### src/rtl/core_pkg.sv
// core_pkg: shared definitions for the execute-stage branch logic.
//   - funct3 encodings of the RV32I conditional branches
//   - bht_ctr_t 2-bit saturating counter type and its four states
//   - br_state_t redirect FSM states
//   - helpers: branch outcome decode and saturating counter step
package core_pkg;

    localparam logic [2:0] F3_BEQ  = 3'b000;
    localparam logic [2:0] F3_BNE  = 3'b001;
    localparam logic [2:0] F3_BLT  = 3'b100;
    localparam logic [2:0] F3_BGE  = 3'b101;
    localparam logic [2:0] F3_BLTU = 3'b110;
    localparam logic [2:0] F3_BGEU = 3'b111;

    typedef logic [1:0] bht_ctr_t;

    localparam bht_ctr_t SNT = 2'b00;
    localparam bht_ctr_t WNT = 2'b01;
    localparam bht_ctr_t WT  = 2'b10;
    localparam bht_ctr_t ST  = 2'b11;

    typedef enum logic [0:0] {
        IDLE     = 1'b0,
        REDIRECT = 1'b1
    } br_state_t;

    // The comparator already folds signedness and the >= inversion into Lt,
    // so every relational branch simply follows Lt.
    function automatic logic branch_taken(input logic [2:0] funct3,
                                          input logic       eq,
                                          input logic       lt);
        logic taken;
        case (funct3)
            F3_BEQ:  taken = eq;
            F3_BNE:  taken = ~eq;
            F3_BLT:  taken = lt;
            F3_BGE:  taken = lt;
            F3_BLTU: taken = lt;
            F3_BGEU: taken = lt;
            default: taken = 1'b0;
        endcase
        return taken;
    endfunction

    // One step of a 2-bit saturating counter.
    function automatic bht_ctr_t ctr_step(input bht_ctr_t ctr,
                                          input logic     taken);
        bht_ctr_t nxt;
        if (taken) begin
            nxt = (ctr == ST) ? ST : ctr + 2'd1;
        end else begin
            nxt = (ctr == SNT) ? SNT : ctr - 2'd1;
        end
        return nxt;
    endfunction

endpackage

### src/rtl/branch_resolver_bht.sv
// bht: branch history table of 2-bit saturating counters.
//   clk, rst_n  : clock, asynchronous active-low reset (all entries -> WNT)
//   rd_idx      : combinational read index
//   rd_taken    : prediction (bit 1 of the indexed counter), pre-update value
//   upd_en      : apply one saturating update at the next rising edge
//   upd_idx     : entry to update
//   upd_taken   : increment when 1, decrement when 0
module bht
    import core_pkg::*;
#(
    parameter int IDX_W = 6
) (
    input  logic             clk,
    input  logic             rst_n,
    input  logic [IDX_W-1:0] rd_idx,
    output logic             rd_taken,
    input  logic             upd_en,
    input  logic [IDX_W-1:0] upd_idx,
    input  logic             upd_taken
);

    localparam int DEPTH = 2 ** IDX_W;

    bht_ctr_t ctr_r [DEPTH];

    // Counter array: reset to weakly not-taken, saturating update on resolve.
    always_ff @(posedge clk or negedge rst_n) begin
        if (!rst_n) begin
            for (int i = 0; i < DEPTH; i++) begin
                ctr_r[i] <= WNT;
            end
        end else if (upd_en) begin
            ctr_r[upd_idx] <= ctr_step(ctr_r[upd_idx], upd_taken);
        end
    end

    // Read sees the stored value, so a same-cycle update is not bypassed.
    assign rd_taken = ctr_r[rd_idx][1];

endmodule

### src/rtl/branch_resolver.sv
// branch_resolver: execute-stage branch resolution and direction prediction.
//   if_pc / if_pred_taken        : fetch-side prediction lookup (combinational)
//   ex_* , Eq, Lt                : EX instruction and comparator flags
//   Comp_Sel, BrUn               : comparator selects derived from ex_funct3
//   redirect_valid/pc, flush     : registered one-cycle redirect on mispredict/jump
//   branch_cnt, mispred_cnt      : resolved-branch and branch-mispredict counters
module branch_resolver
    import core_pkg::*;
#(
    parameter int IDX_W = 6
) (
    input  logic        clk,
    input  logic        rst_n,
    input  logic [31:0] if_pc,
    output logic        if_pred_taken,
    input  logic        ex_valid,
    input  logic        ex_stall,
    input  logic        ex_is_branch,
    input  logic        ex_is_jump,
    input  logic [2:0]  ex_funct3,
    input  logic [31:0] ex_pc,
    input  logic [31:0] ex_target,
    input  logic        ex_pred_taken,
    output logic [2:0]  Comp_Sel,
    output logic        BrUn,
    input  logic        Eq,
    input  logic        Lt,
    output logic        redirect_valid,
    output logic [31:0] redirect_pc,
    output logic        flush,
    output logic [31:0] branch_cnt,
    output logic [31:0] mispred_cnt
);

    br_state_t   state_r;
    logic        resolve_s;
    logic        taken_s;
    logic        br_res_s;
    logic        jump_res_s;
    logic        mispred_s;
    logic [31:0] next_pc_s;
    logic        unused_ok_s;

    assign Comp_Sel = ex_funct3;
    assign BrUn     = ex_funct3[1];

    // Only the index bits of the fetch PC feed the table.
    assign unused_ok_s = ^{if_pc[31:IDX_W+2], if_pc[1:0]};

    // Resolution decode; a jump takes precedence if both flags were ever set.
    always_comb begin
        resolve_s  = ex_valid && !ex_stall && (state_r == IDLE);
        taken_s    = branch_taken(ex_funct3, Eq, Lt);
        jump_res_s = resolve_s && ex_is_jump;
        br_res_s   = resolve_s && ex_is_branch && !ex_is_jump;
        mispred_s  = br_res_s && (taken_s != ex_pred_taken);
        if (jump_res_s) begin
            next_pc_s = ex_target;
        end else if (taken_s) begin
            next_pc_s = ex_target;
        end else begin
            next_pc_s = ex_pc + 32'd4;
        end
    end

    bht #(
        .IDX_W (IDX_W)
    ) u_bht (
        .clk       (clk),
        .rst_n     (rst_n),
        .rd_idx    (if_pc[IDX_W+1:2]),
        .rd_taken  (if_pred_taken),
        .upd_en    (br_res_s),
        .upd_idx   (ex_pc[IDX_W+1:2]),
        .upd_taken (taken_s)
    );

    // Redirect FSM: a single REDIRECT cycle, never chained back-to-back.
    always_ff @(posedge clk or negedge rst_n) begin
        if (!rst_n) begin
            state_r        <= IDLE;
            redirect_valid <= 1'b0;
            flush          <= 1'b0;
            redirect_pc    <= 32'd0;
        end else begin
            case (state_r)
                IDLE: begin
                    if (mispred_s || jump_res_s) begin
                        state_r        <= REDIRECT;
                        redirect_valid <= 1'b1;
                        flush          <= 1'b1;
                        redirect_pc    <= next_pc_s;
                    end else begin
                        redirect_valid <= 1'b0;
                        flush          <= 1'b0;
                    end
                end
                REDIRECT: begin
                    state_r        <= IDLE;
                    redirect_valid <= 1'b0;
                    flush          <= 1'b0;
                end
                default: begin
                    state_r        <= IDLE;
                    redirect_valid <= 1'b0;
                    flush          <= 1'b0;
                end
            endcase
        end
    end

    // Event counters, wrapping modulo 2**32.
    always_ff @(posedge clk or negedge rst_n) begin
        if (!rst_n) begin
            branch_cnt  <= 32'd0;
            mispred_cnt <= 32'd0;
        end else begin
            if (br_res_s) begin
                branch_cnt <= branch_cnt + 32'd1;
            end
            if (mispred_s) begin
                mispred_cnt <= mispred_cnt + 32'd1;
            end
        end
    end

endmodule
### config.mk
export PLATFORM = sky130hd
export DESIGN_NAME = branch_resolver
export DESIGN_NICKNAME = d
export VERILOG_FILES = /design/src/rtl/core_pkg.sv /design/src/rtl/branch_resolver_bht.sv /design/src/rtl/branch_resolver.sv
export SDC_FILE = /design/constraint.sdc
export NUM_CORES = 1
export LEC_CHECK = 0
export ABC_CLOCK_PERIOD_IN_PS = 5600
export BUFFER_PORTS_ARGS = -buffer_cell sky130_fd_sc_hd__buf_4
export CORE_UTILIZATION = 60
export DETAILED_ROUTE_END_ITERATION = 7
export GPL_TIMING_DRIVEN = 0
export PLACE_DENSITY = 0.87
export SYNTH_ARGS = -nofsm -noshare
export SYNTH_HDL_FRONTEND = slang
export SYNTH_SLANG_ARGS = --single-unit
### constraint.sdc
create_clock -name clk -period 5.6 [get_ports clk]
set_input_delay 0.56 -clock clk [delete_from_list [all_inputs] [get_ports clk]]
set_output_delay 0.56 -clock clk [all_outputs]
set_load 0.02 [all_outputs]
==> results of run 1 <==
-- metrics by stage --
step	power, mW	instances	utilization [%]	cell area, um^2	setup WS (ps)
6_report	4.48	1768	75.7	14900	1460
5_1_grt	4.61	1768	75.7	14900	1310
4_1_cts	4.46	1766	75.7	14900	1460
3_5_place_dp	2.61	1722	70.8	14000	1480
3_3_place_gp	2.59	1721	70.7	13900	1520
2_1_floorplan	2.24	1276	-	12300	2000
-- layout make-up --
| cell class | instances | area, um^2 | share of cell area [%] |
|---|---|---|---|
| Antenna cell | 2 | 5.00 | 0.0335 |
| Buffer | 84 | 465 | 3.12 |
| Clock buffer | 34 | 739 | 4.96 |
| Clock inverter | 10 | 208 | 1.39 |
| Inverter | 10 | 37.5 | 0.252 |
| Multi-Input combinational cell | 957 | 6040 | 40.5 |
| Sequential cell | 225 | 5710 | 38.3 |
| Tap cell | 265 | 332 | 2.22 |
| Timing Repair Buffer | 181 | 1390 | 9.29 |
-- logic make-up (layout without fill, tap and decap cells) --
kind of cell | count (synthesis) | count (layout) | share of synthesized area, %
AO/OA/AOI/OAI | 254 | 254 | 14.4
flip-flops | 225 | 225 | 46.6
AND/OR/NAND/NOR | 540 | 540 | 19.3
multiplexers | 70 | 70 | 8.81
adder cells (fa/ha/maj) | 3 | 3 | 0.306
buffers and inverters | 94 | 319 | 4.11
other | 0 | 2 | 0
XOR/XNOR | 90 | 90 | 6.43
-- critical path: cells and delay by family --
family / cells / cell delay (ps)
buf+inv: 3 / 1400
mux: 3 / 1620
-- final timing paths --
path	startpoint	to	slack [ps]
worst min-delay path	rst_n	u_bht.ctr_r[67]$_DFFE_PN0P_	140
worst max register to register	state_r$_DFF_PN0_	mispred_cnt[31]$_DFFE_PN0P_	2180
worst max-delay path	if_pc[2]	if_pred_taken	1460
worst min register to register	u_bht.ctr_r[72]$_DFFE_PN1P_	u_bht.ctr_r[72]$_DFFE_PN1P_	470
max in group asynchronous	rst_n	u_bht.ctr_r[112]$_DFFE_PN1P_	4420
min in group clk	ex_target[0]	redirect_pc[0]$_DFFE_PN0P_	340
-- power by group through the flow --
| stage | Sequential [mW] | Combinational (mW) | Clock, mW |
|---|---|---|---|
| floorplan | 1.94 | 0.307 | 0 |
| global placement | 1.87 | 0.720 | 0 |
| detailed placement | 1.87 | 0.739 | 0 |
| CTS | 1.85 | 0.750 | 1.86 |
| global route | 1.88 | 0.808 | 1.93 |
| finish | 1.86 | 0.760 | 1.86 |
-- routing by layer --
metal | vias up | GRT usage [%]
met3 | 218 | 12.5
li1 | 4979 | -
met5 | - | 0
met2 | 789 | 58.9
met1 | 5520 | 45.1
met4 | 0 | 26.5
-- sequential cells by signal, indices dropped and copies added (netlist names) --
signal and flops:
u_bht.ctr_r 128, branch_cnt 32, redirect_pc 32, state_r 1
mispred_cnt 32
-- synth_stat cells, types with 6 or more instances --
master,number
a21o_1,6
a41oi_1,8
and3_1,14
and4_1,9
a21oi_1,19
a211oi_1,6
a31oi_1,58
and2_1,8
o21ai_0,48
a22oi_1,13
nand3_1,30
xnor2_1,50
inv_1,9
nor3_1,16
nand4_1,19
o31ai_1,64
a221oi_1,10
nor2b_1,8
xor2_1,40
clkbuf_1,37
buf_4,6
mux2_2,16
dfrtp_1,161
dfstp_2,64
mux4_2,27
nand2_1,248
buf_6,13
mux2i_1,25
buf_2,24
nand2b_1,10
nor2_1,157
-- layout by cell type (no fill, tap or decap), types with 6 or more instances in the layout --
cell type	netlist	layout
a211oi_1	6	6
a21o_1	6	6
a21oi_1	19	19
a221oi_1	10	10
a22oi_1	13	13
a31oi_1	58	58
a41oi_1	8	8
and2_1	8	8
and3_1	14	14
and4_1	9	9
buf_2	24	24
buf_4	6	185
buf_6	13	13
bufinv_16	0	6
clkbuf_1	37	38
clkbuf_16	0	25
clkbuf_8	0	8
dfrtp_1	161	161
dfstp_2	64	64
inv_1	9	9
mux2_2	16	16
mux2i_1	25	25
mux4_2	27	27
nand2_1	248	248
nand2b_1	10	10
nand3_1	30	30
nand4_1	19	19
nor2_1	157	157
nor2b_1	8	8
nor3_1	16	16
o21ai_0	48	48
o31ai_1	64	64
xnor2_1	50	50
xor2_1	40	40
==> metrics.csv, run 1 <==
stage,metric,value,unit
layout,fill cell count,1277,
synthesis,synthesized net count,1387,
setup_path,CP Capture Type,primary output,
synthesis,post-synth top area cell,dfrtp_1,
synthesis,register area share after synthesis,46.6,%
run,Max Cap Viol,0,
setup_path,Critical Path Slowest Stage Cell,buf_1,
synthesis,top_reg_cell synth,dfrtp_1,
clocking,post-CTS sizing,0,
routing,Routed Antenna Nets,0,
floorplanning,Rows,51,
clocking,CTS root buf,clkbuf_16,
synthesis,Yosys cell types,65,
clocking,Clock H-tree levels,1,
sta,count of final hold-check violations,0,
pwr,LEAKAGE,6.44,nW
grt,initial antenna violation count,2,
floorplanning,die outline height,145,um
place,IO buf count,180,
synthesis,yosys warns,0,
floorplanning,Total Die Area,0.0210,mm^2
sta,Total Neg Setup Slack,0,ps
routing,Residual DRC,0,
clocking,"Clk Latency, worst-skew pair",520,ps
sta,slew margin rel.,15.5,%
sta,Worst Max-Slew Pin Slew,1260,ps
grt,global-route wire length before repair,60.6,mm
clocking,Longest Clk Path Bufs,3,
sta,maximum clock rate,242,MHz
pwr,Clock Power Share,41.5,%
setup_path,crit path kind,in2out,
clocking,TritonCTS clock tree,done,
routing,First DRT Iteration DRCs,1358,
routing,Vias,11500,
min_path,worst hold-check path type,in2async,
floorplanning,die width,145,um
routing,met2 routed WL,18.2,mm
clocking,total CTS buffers,24,
clocking,clock tree sinks,225,
floorplanning,I/O pin count,211,
sta,worst hold slack,136,ps
synthesis,Avg Inst Size Synth,9.60,um^2
pwr,switching share of power,27.9,%
clocking,"Clk pin slew, worst setup/hold paths",60,ps
pwr,NetSw,1.25,mW
grt,Overflow after GRT,0,
sta,# setup viols final,0,
layout,Final #Nets,1594,
synthesis,"flops & latches, synth",225,
sta,crit share post-route,73.9,%
layout,share of cells above drive strength 1,25.7,%
place,RePlAce Congestion,0.996,
setup_path,reg2reg path depth,6,
setup_path,Critical Path Source Type,input pin,
synthesis,Post-synth EDFFs,0,
setup_path,crit path max fanout,10,
setup_path,Worst path max stage delay,740,ps
routing,WL met1,13.9,mm
pwr,sequential fraction of design power,41.5,%
setup_path,critical-path cell list,clkbuf_1 -> buf_1 -> mux4_2 -> mux4_2 -> mux4_2 -> buf_4,
clocking,Hold Buf Count CTS,0,
clocking,post-CTS setup buffers,0,
grt,maximum number of pins on one net before global-route repair,122,
synthesis,cells taking the most area after synthesis,"dfrtp_1, dfstp_2, nand2_1",
setup_path,"Arr. time, crit path",3580,ps
sta,Max Slew Vio Count,0,
routing,met3 WL,4.80,mm
sta,setup skew after layout,14.6,ps
sta,RSZ-0062 raised after global routing,no,
floorplanning,initial core utilization,62.1,%
floorplanning,core region area,0.0197,mm^2
grt,gr usage total,38.1,%
place,detailed placement HPWL,26.9,mm
setup_path,Worst EP required,5040,ps
layout,P&R area growth vs syn,21.8,%
routing,top routing layer in use,met4,
sta,minimum clock period,4140,ps
synthesis,top-area cell type share of the netlist area,32.9,%
pwr,maximum vdd drop,0.320,mV
routing,Via density,6.51,
status,outcome,finished clean,
pwr,Logic pwr share,17.0,%
routing,mean routed wirelength per cell,22.4,um
synthesis,async set or reset register ratio after synthesis,100,%
pwr,PD cells,300,mW/mm^2
synthesis,Synth Cell Area,0.0123,mm^2
setup_path,CP dominant cell by count,mux4_2,
synthesis,Mapped Cells,1276,
grt,number of global-route vias before repair,11100,
routing,Routed WL,39.6,mm
routing,drt pass-1 iters,8,
pwr,internal power,3.23,mW
Power figures use the tool's default switching activity.
==> inputs of run 2 (changes only) <==
--- a/config.mk
+++ b/config.mk
@@ -5,12 +5,13 @@
 export SDC_FILE = /design/constraint.sdc
 export NUM_CORES = 1
 export LEC_CHECK = 0
-export ABC_CLOCK_PERIOD_IN_PS = 5600
+export ABC_AREA = 1
+export ABC_CLOCK_PERIOD_IN_PS = 3500
 export BUFFER_PORTS_ARGS = -buffer_cell sky130_fd_sc_hd__buf_4
-export CORE_UTILIZATION = 60
+export CORE_UTILIZATION = 52
 export DETAILED_ROUTE_END_ITERATION = 7
 export GPL_TIMING_DRIVEN = 0
-export PLACE_DENSITY = 0.87
+export PLACE_DENSITY = 0.79
 export SYNTH_ARGS = -nofsm -noshare
 export SYNTH_HDL_FRONTEND = slang
 export SYNTH_SLANG_ARGS = --single-unit
==> constraint.sdc (replaced) <==
create_clock -name clk -period 3.5 [get_ports clk]
set_input_delay 0.35 -clock clk [delete_from_list [all_inputs] [get_ports clk]]
set_output_delay 0.35 -clock clk [all_outputs]
set_load 0.02 [all_outputs]
==> run 2 against run 1 <==
Against the previous run:
- setup slack worse by 830 ps
- design area is 6.1% higher
- core utilization is 11 points lower
- clock-buffer cell count is 4 higher
- non-clock buffer count is 8 lower
- critical path depth is 4 higher
- power is 53% higher
- combinational power is 63% higher
==> metrics.csv, run 2 <==
stage,metric,value,unit
clocking,total CTS buffers,25,
layout,fill cell count,2251,
sta,minimum clock period,2870,ps
pwr,LEAKAGE,8.03,nW
clocking,TritonCTS clock tree,done,
layout,Largest Register,u_bht.ctr_r,
clocking,"Clk Latency, worst-skew pair",530,ps
clocking,"Clk pin slew, worst setup/hold paths",60,ps
layout,P&R area growth vs syn,20.2,%
synthesis,main combinational cell family by area after synthesis,simple AND/OR/NAND/NOR gates,
grt,maximum number of pins on one net before global-route repair,94,
synthesis,top_reg_cell synth,dfrtp_1,
layout,Final #Nets,2233,
floorplanning,Rows,57,
floorplanning,die outline height,161,um
synthesis,top-area cell type share of the netlist area,30.6,%
place,IO buf count,181,
floorplanning,I/O pin count,211,
sta,Worst Max-Slew Pin Slew,929,ps
setup_path,CP Capture Type,primary output,
synthesis,XOR/XNOR share of the synthesized area,4.92,%
clocking,clock tree sinks,225,
pwr,maximum vdd drop,0.370,mV
setup_path,"Arr. time, crit path",2520,ps
synthesis,Avg Inst Size Synth,6.89,um^2
grt,gr usage total,33.0,%
setup_path,Critical Path Source Type,input pin,
layout,max FFs per register,128,
sta,slack of the critical path,635,ps
synthesis,"flops & latches, synth",225,
min_path,worst hold-check path type,in2reg,
sta,worst hold slack,90.7,ps
layout,Inserted Diodes,0,
grt,global-route wire length before repair,67.6,mm
floorplanning,Total Die Area,0.0260,mm^2
synthesis,register area share after synthesis,43.3,%
sta,Total Neg Setup Slack,0,ps
setup_path,Worst R2R End,redirect_pc[29]$_DFFE_PN0P_,
floorplanning,die width,161,um
synthesis,"top cells by count, synth","nand2_1, inv_1, nor2_1, dfrtp_1, nand3_1",
routing,Vias,13600,
synthesis,async set or reset register ratio after synthesis,100,%
routing,Residual DRC,0,
sta,maximum clock rate,349,MHz
floorplanning,initial core utilization,53.5,%
status,outcome,finished clean,
synthesis,simple-gate share of the synthesized area,36.9,%
place,detailed placement HPWL,30.5,mm
pwr,total power,6.84,mW
routing,Via density,5.52,
synthesis,Compound-Gate Fraction of Synth Area,6.24,%
sta,count of final hold-check violations,0,
synthesis,Synth Cell Area,0.0132,mm^2
clocking,Longest Clk Path Bufs,3,
pwr,PD cells,432,mW/mm^2
sta,crit share post-route,81.9,%
synthesis,yosys warns,0,
min_path,hold path cells,3,
layout,"most common cell after layout, fill and taps aside",nand2_1,
grt,Overflow after GRT,0,
layout,most frequent cells in the layout,"nand2_1, inv_1, nor2_1",
synthesis,most frequent cell after synthesis,nand2_1,
synthesis,Mapped Cells,1911,
sta,Max Slew Vio Count,0,
sta,# setup viols final,0,
routing,drt pass-1 iters,5,
layout,share of cells above drive strength 1,16.1,%
routing,First DRT Iteration DRCs,1426,
min_path,Hold Path End,redirect_pc[1]$_DFFE_PN0P_,
synthesis,Yosys cell types,40,
synthesis,cells taking the most area after synthesis,"dfrtp_1, nand2_1, dfstp_2",
grt,initial antenna violation count,0,
place,setup slack at placement,551,ps
min_path,worst hold start,ex_target[1],
sta,RSZ-0062 raised after global routing,no,
layout,post-route insts no fill,2464,
routing,Routed Antenna Nets,0,
clocking,Clock H-tree levels,1,
routing,mean routed wirelength per cell,17.5,um
place,RePlAce Congestion,1.00,
synthesis,post-synth top area cell,dfrtp_1,
sta,slew margin rel.,37.8,%
run,Max Cap Viol,0,
grt,number of global-route vias before repair,12800,
clocking,post-CTS setup buffers,0,
setup_path,reg2reg path depth,11,
synthesis,mux cell area share after synthesis,0,%
clocking,CTS root buf,clkbuf_16,
synthesis,Adder-Cell Fraction of Synth Area,0.285,%
setup_path,Worst EP required,3150,ps
setup_path,crit path max fanout,10,
setup_path,reg2reg start,state_r$_DFF_PN0_,
setup_path,crit path kind,in2out,
synthesis,Post-synth EDFFs,0,
sta,setup skew after layout,15.4,ps
setup_path,R2R setup slack,1000,ps
place,Cells after DPL,2418,
synthesis,synthesized net count,2022,
floorplanning,core region area,0.0246,mm^2
routing,Routed WL,43.0,mm
==> run 2: changes by cell type after synthesis, sizes merged, moves of 36 or more <==
cell   before  now
nor2      157  193
inv         9  197
nand2     248  773
nand3      30  135
a31oi      59   12
o31ai      66    1
==> run 2: cell type report <==
| type | count | area (um^2) | area share [%] |
|---|---|---|---|
| sequential | 225 | 5710 | 36.1 |
| buffer | 73 | 354 | 2.24 |
| multi-input combinational | 1414 | 6360 | 40.2 |
| inverter | 199 | 747 | 4.72 |
| clock inverter | 7 | 110 | 0.695 |
| clock buffer | 38 | 714 | 4.51 |
| tap | 324 | 405 | 2.56 |
| timing repair buffer | 184 | 1430 | 9.04 |
==> run 2: where the power goes <==
part / internal (mW) / total (mW) / switching, mW / leakage (nW)
Sequential: 2.78 / 2.90 / 0.122 / 2.78
Combinational: 0.442 / 1.24 / 0.800 / 4.84
Clock: 1.62 / 2.69 / 1.07 / 0.406
Total: 4.84 / 6.84 / 2.00 / 8.03
==> run 2: worst max path at each step <==
| stage | slack [ps] | depth (start not counted) | end | start |
|---|---|---|---|---|
| 4_1_cts | 720 | 10 | if_pred_taken | if_pc[2] |
| 6_report | 630 | 10 | if_pred_taken | if_pc[2] |
| 3_5_place_dp | 550 | 13 | u_bht.ctr_r[67]$_DFFE_PN0P_ | ex_pc[3] |
| 5_1_grt | 540 | 10 | if_pred_taken | if_pc[2] |
| 2_1_floorplan | 1320 | 8 | if_pred_taken | if_pc[2] |
| 3_3_place_gp | 430 | 1 | mispred_cnt[2]$_DFFE_PN0P_ | rst_n |
==> run 2: timing repair <==
action / CTS / global route
resized for setup: 0 / 0
hold buffers: 1 / 0
endpoints found under the hold margin: 44 / 0
==> run 2: worst max-delay path: stages <==
cell,delay (ps)
buf_4,100
clkbuf_1,400
clkbuf_1,530
o21ai_0,160
o211ai_1,240
o211ai_1,120
nand3_1,100
nand2_1,50
o21ai_0,260
buf_4,200
==> run 2: stage by stage <==
stage / area [um^2] / util, %
global placement: 14900 / 60.7
floorplan: 13200 / -
CTS: 15800 / 64.4
finish: 15800 / 64.4
detailed placement: 15000 / 61.0
global route: 15800 / 64.4
==> run 2: kinds of logic after synthesis <==
logic type	Yosys count
and+or+nand+nor	1192
buffers and inverters	272
DFF	225
AOI/OAI and AO/OA	145
xor gates and xnor gates	74
adders and majority gates	3
==> run 2: metal layers <==
layer  wire (um)  up-vias  track usage (%)
li1            -     6413                -
met1       17400     6325             43.6
met2       19600      710             52.9
met3        4120      143             5.86
met4        1890        0             14.9
met5           0        -                0
